<file path="src/rtl/div_pkg.sv">
// Shared definitions for the sequential divider.
// - IDLE/ITER/FIX/DONE: state encodings, also wrapped in the state_e enum.
// - cnt_width(n): width of the iteration counter, which must hold the value n.
package div_pkg;

  localparam logic [1:0] IDLE = 2'd0;
  localparam logic [1:0] ITER = 2'd1;
  localparam logic [1:0] FIX  = 2'd2;
  localparam logic [1:0] DONE = 2'd3;

  typedef enum logic [1:0] {
    StIdle = IDLE,
    StIter = ITER,
    StFix  = FIX,
    StDone = DONE
  } state_e;

  function automatic int unsigned cnt_width(input int unsigned n);
    return $clog2(n + 1);
  endfunction

endpackage

</file>
<file path="src/rtl/div_addsub.sv">
// Combinational W-bit adder/subtractor.
// - a, b : operands
// - op   : 0 = a + b, 1 = a - b (b inverted, carry-in set)
// - s    : W-bit result, carry-out discarded
module div_addsub #(
  parameter int unsigned W = 5
) (
  input  logic [W-1:0] a,
  input  logic [W-1:0] b,
  input  logic         op,
  output logic [W-1:0] s
);

  assign s = a + (b ^ {W{op}}) + W'(op);

endmodule

</file>
<file path="src/rtl/seq_divider.sv">
// Sequential unsigned non-restoring divider, one quotient bit per clock.
// - clk, rst          : clock, synchronous active-high reset
// - start             : request, accepted in IDLE or DONE
// - dividend, divisor : N-bit operands captured on accept
// - busy              : high in ITER and FIX
// - done              : one-cycle result-valid pulse
// - quotient, remainder, div_by_zero : results, held until the next accept
module seq_divider
  import div_pkg::*;
#(
  parameter int unsigned N = 4
) (
  input  logic         clk,
  input  logic         rst,
  input  logic         start,
  input  logic [N-1:0] dividend,
  input  logic [N-1:0] divisor,
  output logic         busy,
  output logic         done,
  output logic [N-1:0] quotient,
  output logic [N-1:0] remainder,
  output logic         div_by_zero
);

  localparam int unsigned CW = cnt_width(N);

  state_e        state_q, state_d;
  logic [N:0]    p_q, p_d;
  logic [N:0]    d_q, d_d;
  logic [N-1:0]  q_q, q_d;
  logic [CW-1:0] cnt_q, cnt_d;
  logic [N-1:0]  quot_q, quot_d;
  logic [N-1:0]  rem_q, rem_d;
  logic          dbz_q, dbz_d;

  logic [N:0] add_a, add_s;
  logic       add_op;
  logic [N:0] p_shift;

  // {P,Q} shifted left by one; only the P half feeds the adder.
  assign p_shift = {p_q[N-1:0], q_q[N-1]};

  // Single adder shared by the ITER step and the FIX correction.
  div_addsub #(
    .W (N + 1)
  ) u_addsub (
    .a  (add_a),
    .b  (d_q),
    .op (add_op),
    .s  (add_s)
  );

  always_comb begin
    state_d = state_q;
    p_d     = p_q;
    d_d     = d_q;
    q_d     = q_q;
    cnt_d   = cnt_q;
    quot_d  = quot_q;
    rem_d   = rem_q;
    dbz_d   = dbz_q;
    add_a   = p_shift;
    add_op  = ~p_q[N];

    unique case (state_q)
      StIdle, StDone: begin
        if (start) begin
          if (divisor == '0) begin
            quot_d  = '1;
            rem_d   = dividend;
            dbz_d   = 1'b1;
            state_d = StDone;
          end else begin
            p_d     = '0;
            q_d     = dividend;
            d_d     = {1'b0, divisor};
            cnt_d   = CW'(N);
            dbz_d   = 1'b0;
            state_d = StIter;
          end
        end else begin
          state_d = StIdle;
        end
      end
      StIter: begin
        p_d   = add_s;
        q_d   = {q_q[N-2:0], ~add_s[N]};
        cnt_d = cnt_q - CW'(1);
        if (cnt_q == CW'(1)) state_d = StFix;
      end
      StFix: begin
        // Negative partial remainder needs one restoring add of D.
        add_a   = p_q;
        add_op  = 1'b0;
        p_d     = p_q[N] ? add_s : p_q;
        quot_d  = q_q;
        rem_d   = p_d[N-1:0];
        state_d = StDone;
      end
      default: state_d = StIdle;
    endcase
  end

  always_ff @(posedge clk) begin
    if (rst) begin
      state_q <= StIdle;
      p_q     <= '0;
      d_q     <= '0;
      q_q     <= '0;
      cnt_q   <= '0;
      quot_q  <= '0;
      rem_q   <= '0;
      dbz_q   <= 1'b0;
    end else begin
      state_q <= state_d;
      p_q     <= p_d;
      d_q     <= d_d;
      q_q     <= q_d;
      cnt_q   <= cnt_d;
      quot_q  <= quot_d;
      rem_q   <= rem_d;
      dbz_q   <= dbz_d;
    end
  end

  assign busy        = (state_q == StIter) || (state_q == StFix);
  assign done        = (state_q == StDone);
  assign quotient    = quot_q;
  assign remainder   = rem_q;
  assign div_by_zero = dbz_q;

endmodule

</file>
<file path="config.mk">
export PLATFORM = sky130hd
export DESIGN_NAME = seq_divider
export DESIGN_NICKNAME = d
export VERILOG_FILES = /design/src/rtl/div_pkg.sv /design/src/rtl/div_addsub.sv /design/src/rtl/seq_divider.sv
export SDC_FILE = /design/constraint.sdc
export NUM_CORES = 1
export LEC_CHECK = 0
export ABC_AREA = 1
export CAP_MARGIN = 20
export CORE_ASPECT_RATIO = 1.2
export CORE_UTILIZATION = 35
export CTS_CLUSTER_DIAMETER = 30
export DETAILED_ROUTE_END_ITERATION = 10
export PLACE_DENSITY = 0.55
export SLEW_MARGIN = 30
export SYNTH_ARGS = -nofsm -noshare
export SYNTH_HDL_FRONTEND = slang
export SYNTH_SLANG_ARGS = --single-unit
</file>
<file path="constraint.sdc">
create_clock -name clk -period 2.2 [get_ports clk]
set_input_delay 0.22 -clock clk [delete_from_list [all_inputs] [get_ports clk]]
set_output_delay 0.22 -clock clk [all_outputs]
set_load 0.02 [all_outputs]
</file>
## Yosys cells after proc, flatten, opt, wreduce, memory -nomap -nowiden

Cells that the tools add are included.

- Flip-flop bits (word level): 27
- Input port bits: 11
- Logic and storage cells: 57

- Add/sub/neg operators: 3
- Equal/unequal tests: 8
- Muxes and demuxes: 23
- Bitwise logic cells: 4
- Reduce and logical (&&, ||, !) cells: 11

Operators with widths:

| cell | count |
|---|---|
| $mux W4 | 6 |
| $pmux W4 S2 | 3 |
| $mux W5 | 4 |
| $pmux W5 S3 | 1 |
| $reduce_and A3 Y1 | 3 |
| $ne A2 B2 Y1 const B | 4 |
| $mux W2 | 3 |
| $mux W3 | 2 |
| $pmux W2 S3 | 1 |
| $pmux W3 S2 | 1 |
| $add A5 B1 Y5 | 1 |
| $add A5 B5 Y5 | 1 |
| $xor A4 B5 Y5 | 1 |
| $eq A2 B2 Y1 const B | 2 |
| $logic_not A4 Y1 | 1 |
| $reduce_and A2 Y1 | 2 |
| $reduce_bool A2 Y1 | 2 |
| $eq A3 B1 Y1 const B | 1 |
| $not A1 Y1 | 3 |
| $sub A3 B1 Y3 const B | 1 |
| $eq A2 B1 Y1 const B | 1 |
| $logic_not A2 Y1 | 1 |
| $mux W1 | 2 |
| $reduce_or A2 Y1 | 1 |
| $logic_or A1 B1 Y1 | 1 |

## Logic depth before layout (Yosys ltp)

- Depth after elaboration: 7
- Mapped depth: 17
- Mapped depth without buffers: 16

## Modules after synthesis

From an unflattened synthesis, not the netlist that was laid out.

- Cell total of the unflattened synthesis: 282
- Area, all modules: 1788.0 um^2

By module, submodules not included:

| module | times used | cells an instance | area an instance (um^2) | sequential area each (um^2) |
|---|---|---|---|---|
| seq_divider | 1 | 237 | 1532.7 | 540.5 |
| div_addsub | 1 | 45 | 255.2 | 0.0 |

## Least setup slack after synthesis

Ideal clock, no wire load.

- Path type: register -> register
- Start point: register state_q[0]
- End point: register p_q[4]
- Library setup time: 134 ps
- Data arrival time: 2050 ps
- Data required time: 2066 ps
- Path slack: 16 ps
- Cell stages (with the launch flop): 16
- Period minus slack after synthesis: 2184 ps
- Cells stage by stage: dfxtp_1 -> inv_1 -> ha_1 -> buf_6 -> inv_8 -> buf_2 -> a21oi_1 -> fa_1 -> inv_1 -> nand2_1 -> a21oi_1 -> o21ai_1 -> nand3_1 -> nand2_1 -> nand2_1 -> a21oi_1

- Cells in the longest elaborated chain, start to end: 7
- Elaborated cells on any way between the ends: 15

Ends and longest elaborated chain:

| element | line | RTL |
|---|---|---|
| start: declaration | seq_divider.sv:27 | `state_e state_q, state_d;` |
| start signal: assignment | seq_divider.sv:106 | `state_q <= StIdle;` |
| start signal: assignment | seq_divider.sv:115 | `state_q <= state_d;` |
| $eq A2 B2 Y1 | seq_divider.sv:65 | `unique case (state_q)` |
| $mux W1 | seq_divider.sv:65 |  |
| $xor A4 B5 Y5 | div_addsub.sv:14 | `assign s = a + (b ^ {W{op}}) + W'(op);` |
| $add A5 B5 Y5 | div_addsub.sv:14 |  |
| $add A5 B1 Y5 | div_addsub.sv:14 |  |
| $mux W5 | seq_divider.sv:95 | `p_d = p_q[N] ? add_s : p_q;` |
| $pmux W5 S3 | seq_divider.sv:65 |  |
| end signal: assignment | seq_divider.sv:116 | `p_q <= p_d;` |
| end: declaration | seq_divider.sv:28 | `logic [N:0] p_q, p_d;` |

Parallel ways exist; a longest one is shown, timed or not.
A chain may end at the register's enable or synchronous reset.

## Final worst setup path

- Start point: register state_q[0]
- End point: register q_q[0]

- Cells in the longest elaborated chain, start to end: 7
- Elaborated cells on any way between the ends: 16

Ends and longest elaborated chain:

| element | line | RTL |
|---|---|---|
| $eq A2 B2 Y1 | seq_divider.sv:65 |  |
| $mux W1 | seq_divider.sv:65 |  |
| $xor A4 B5 Y5 | div_addsub.sv:14 |  |
| $add A5 B5 Y5 | div_addsub.sv:14 |  |
| $add A5 B1 Y5 | div_addsub.sv:14 |  |
| $not A1 Y1 | seq_divider.sv:87 | `q_d = {q_q[N-2:0], ~add_s[N]};` |
| $pmux W4 S2 | seq_divider.sv:65 |  |
| end signal: assignment | seq_divider.sv:118 | `q_q <= q_d;` |
| end: declaration | seq_divider.sv:30 | `logic [N-1:0] q_q, q_d;` |

Parallel ways exist; a longest one is shown, timed or not.

==> flow_metrics.tcl <==
set metrics [dict create \
    syn_inst 222 \
    row_count 26 \
    worst_pin_slew_ns 0.430 \
    status "completed" \
    crit_fanout 6 \
    wl_per_cell_um 12.2 \
    fill_cells 479 \
    num_vias 1462 \
    dpl_cell_area_mm2 0.00193 \
    final_area_mm2 0.00202 \
    yosysWarnings 0 \
    cts_max_path_buffers 2 \
    finalHoldViolations 0 \
    ctsHoldBuffers 0 \
    ir_drop_v 0.000574 \
    p_leak_nw 0.860 \
    min_delay_path_depth 2 \
    drt_first_pass_iters 4 \
    r2r_setup_slack_ns 0.18 \
    fin_ws_ns 0.180 \
    fmax_mhz 495 \
    nNetsFinal 271 \
    overflow 0 \
    fin_crit_sh 0.918 \
    yosysTopAreaCell "dfxtp_1" \
    drc 0 \
    grt_pass1_vias 1410 \
    boundaryPins 22 \
    dr_wl_met2_um 1860 \
    globalplace.congestion 0.824 \
    die_area_mm2 0.00491 \
    start_util 0.372 \
    cts-root-buf "clkbuf_8" \
    fp.dieW_um 64.1 \
    reg2reg_depth 13 \
    min_to "cnt_q[1]" \
    slowest_delay_ns 0.34 \
    avgSynthCellArea_um2 7.30 \
    viasPerCell 4.78 \
    postRouteWirelength_um 3740 \
    synth_cell_types 32 \
    htreeDepth 1 \
    gr-usage-all-layers 0.165 \
    synthTopCellsByArea "dfxtp_1 (33%), nand2_1 (12%), a21oi_1 (8.3%)" \
    cp.arrival_ns 2.23 \
    slowest_stage "dfxtp_1" \
    r2r-start "state_q[0]" \
    synth_edf_count 0 \
    ys_seq_area_frac 0.334 \
    grt_max_degree 16 \
    slew_headroom 0.713 \
    cp-start-kind "flip-flop" \
    finalMaxSlewViolations 0 \
    antenna_found_initial 0 \
    grt_pass1_wl_um 6490 \
    route.met3.wl_um 70 \
    ys_async_sr_fraction 0 \
    final.setup_skew_ns 0.00503 \
    fin_hold_ws_ns 0.464 \
    dp_hpwl_um 2920 \
    place_ws_ns 0.0111 \
    numPortBuffers 21 \
    end_kind "flip-flop" \
    cts_tree "done" \
    path_class "reg2reg" \
    synth_seq_cells 27 \
    drtIter0Drc 44 \
    netlist_area_mm2 0.00162 \
    area_delta_synth_final_pct 24.6 \
    layout-drive-gt1-share 0.196 \
    min_period_ns 2.02 \
    multi_input_area_um2 947 \
    cts_made_buffers 3 \
    finalSetupViolCount 0 \
    yosysTopAreaCellShare 0.334 \
    core-area_mm2 0.00436 \
    hp-class "reg2reg" \
    clock-sinks 27 \
    clk_latency_ns 0.27 \
    cp.required_ns 2.41 \
    power_density_mw_per_mm2 1330 \
    path_cells "inv_1 -> ha_4 -> inv_8 -> nand2_4 -> xor2_1 -> ha_1 -> nand2_1 -> nand2_1 -> a21oi_2 -> nand3_1 -> nand3_1 -> o21ai_1 -> a21oi_1" \
    worstHoldStart "cnt_q[1]" \
    ant_nets 0 \
    dp.cells 302 \
    top_layer_used "met4" \
    regArea_um2 541 \
    clk_pin_slew_ns 0.09 \
    diodes 0 \
    wl_met1_um 1770 \
    synth_nets 242 \
    ys.flop_type "dfxtp_1" \
    drv_cap 0 \
    r2r_end "q_q[0]" \
    die_y_um 76.5 \
    final_cells 306 \
]
-- report_power, final --
part	leakage, nW	switching, W	internal [W]	total [W]
Clock	0.0255	0.000158	0.000127	0.000285
Combinational	0.613	0.000975	0.000677	0.00165
Sequential	0.221	0.000107	0.000632	0.000739
Total	0.860	0.00124	0.00144	0.00268
-- worst max-delay path, delay by kind of cell (launching register included) --
kind	cells	cell delay, ns
buf+inv	2	0.15
flops	1	0.34
compound gates	3	0.35
simple gates	5	0.44
xor+xnor	1	0.15
fa+ha+maj	2	0.52
-- through the flow --
| step | power, W | TNS, ns | util |
|---|---|---|---|
| after floorplan | 0.00188 | 0 | - |
| final | 0.00268 | 0 | 0.463 |
| after global placement | 0.00232 | 0 | 0.443 |
| after CTS | 0.00262 | 0 | 0.454 |
| after detailed placement | 0.00231 | 0 | 0.443 |
| after global routing | 0.00293 | -0.000437 | 0.463 |
-- logic make-up (layout without fill, tap and decap cells) --
logic type | Yosys count | in the layout | synth area share
simple gates | 82 | 82 | 0.253
xor+xnor | 4 | 4 | 0.0216
compound gates | 62 | 62 | 0.210
flops | 27 | 27 | 0.334
fa+ha+maj | 9 | 9 | 0.0741
buf+inv | 38 | 66 | 0.107
-- cell usage in the layout, fill, tap and decap left out, types with 4 or more instances in the layout --
master / Yosys / layout
dfxtp_1: 27 / 27
nand2_1: 51 / 51
ha_1: 8 / 7
nor2_1: 5 / 5
o21ai_1: 20 / 21
inv_1: 20 / 20
a31oi_1: 4 / 4
nand3_1: 9 / 9
nand2_2: 6 / 6
a21oi_2: 4 / 6
clkdlybuf4s50_1: 0 / 21
a21oi_1: 27 / 25
inv_2: 7 / 7
buf_4: 3 / 11
-- cell type report --
cell class              instances  area share
multi-input cells             157       0.469
inverters                      30      0.0607
clock inverters                 1     0.00248
flip-flops and latches         27       0.268
clock buffers                   3      0.0204
repair buffers                 32       0.145
well taps                      56      0.0347
-- flip-flops by register name, indices dropped and copies added, names as in the netlist --
register     count
cnt_q            3
d_q              4
div_by_zero      1
p_q              5
q_q              4
quotient         4
remainder        4
state_q          2
-- how the worst max path moves through the flow --
stage                          start            to
after CTS                 state_q[0]  remainder[3]
after global placement    state_q[0]  remainder[3]
after floorplan           state_q[0]        p_q[4]
after detailed placement  state_q[0]  remainder[3]
after global routing      state_q[0]        q_q[0]
final                     state_q[0]        q_q[0]
-- what timing repair did --
item	in CTS	in global routing
pin swaps	0	2
cloned	0	0
endpoints found under the setup margin	1	8
resized for setup	1	7
buffers inserted	0	0
-- synthesized netlist by cell type (3+ instances only) --
| master | number |
|---|---|
| a21oi_2 | 4 |
| nand3_1 | 9 |
| xor2_1 | 3 |
| buf_4 | 3 |
| nand2_4 | 3 |
| nor2_1 | 5 |
| o21ai_1 | 20 |
| nand2_2 | 6 |
| o21ai_0 | 3 |
| dfxtp_1 | 27 |
| ha_1 | 8 |
| a21oi_1 | 27 |
| nand2_1 | 51 |
| a31oi_1 | 4 |
| inv_1 | 20 |
| inv_2 | 7 |
-- routing by layer --
| layer | vias up | track usage |
|---|---|---|
| li1 | 784 | - |
| met1 | 659 | 0.207 |
| met2 | 15 | 0.295 |
| met3 | 4 | 0.0210 |
| met4 | 0 | 0.0400 |
| met5 | - | 0 |
Note: power is estimated with default switching activity, not from simulation.
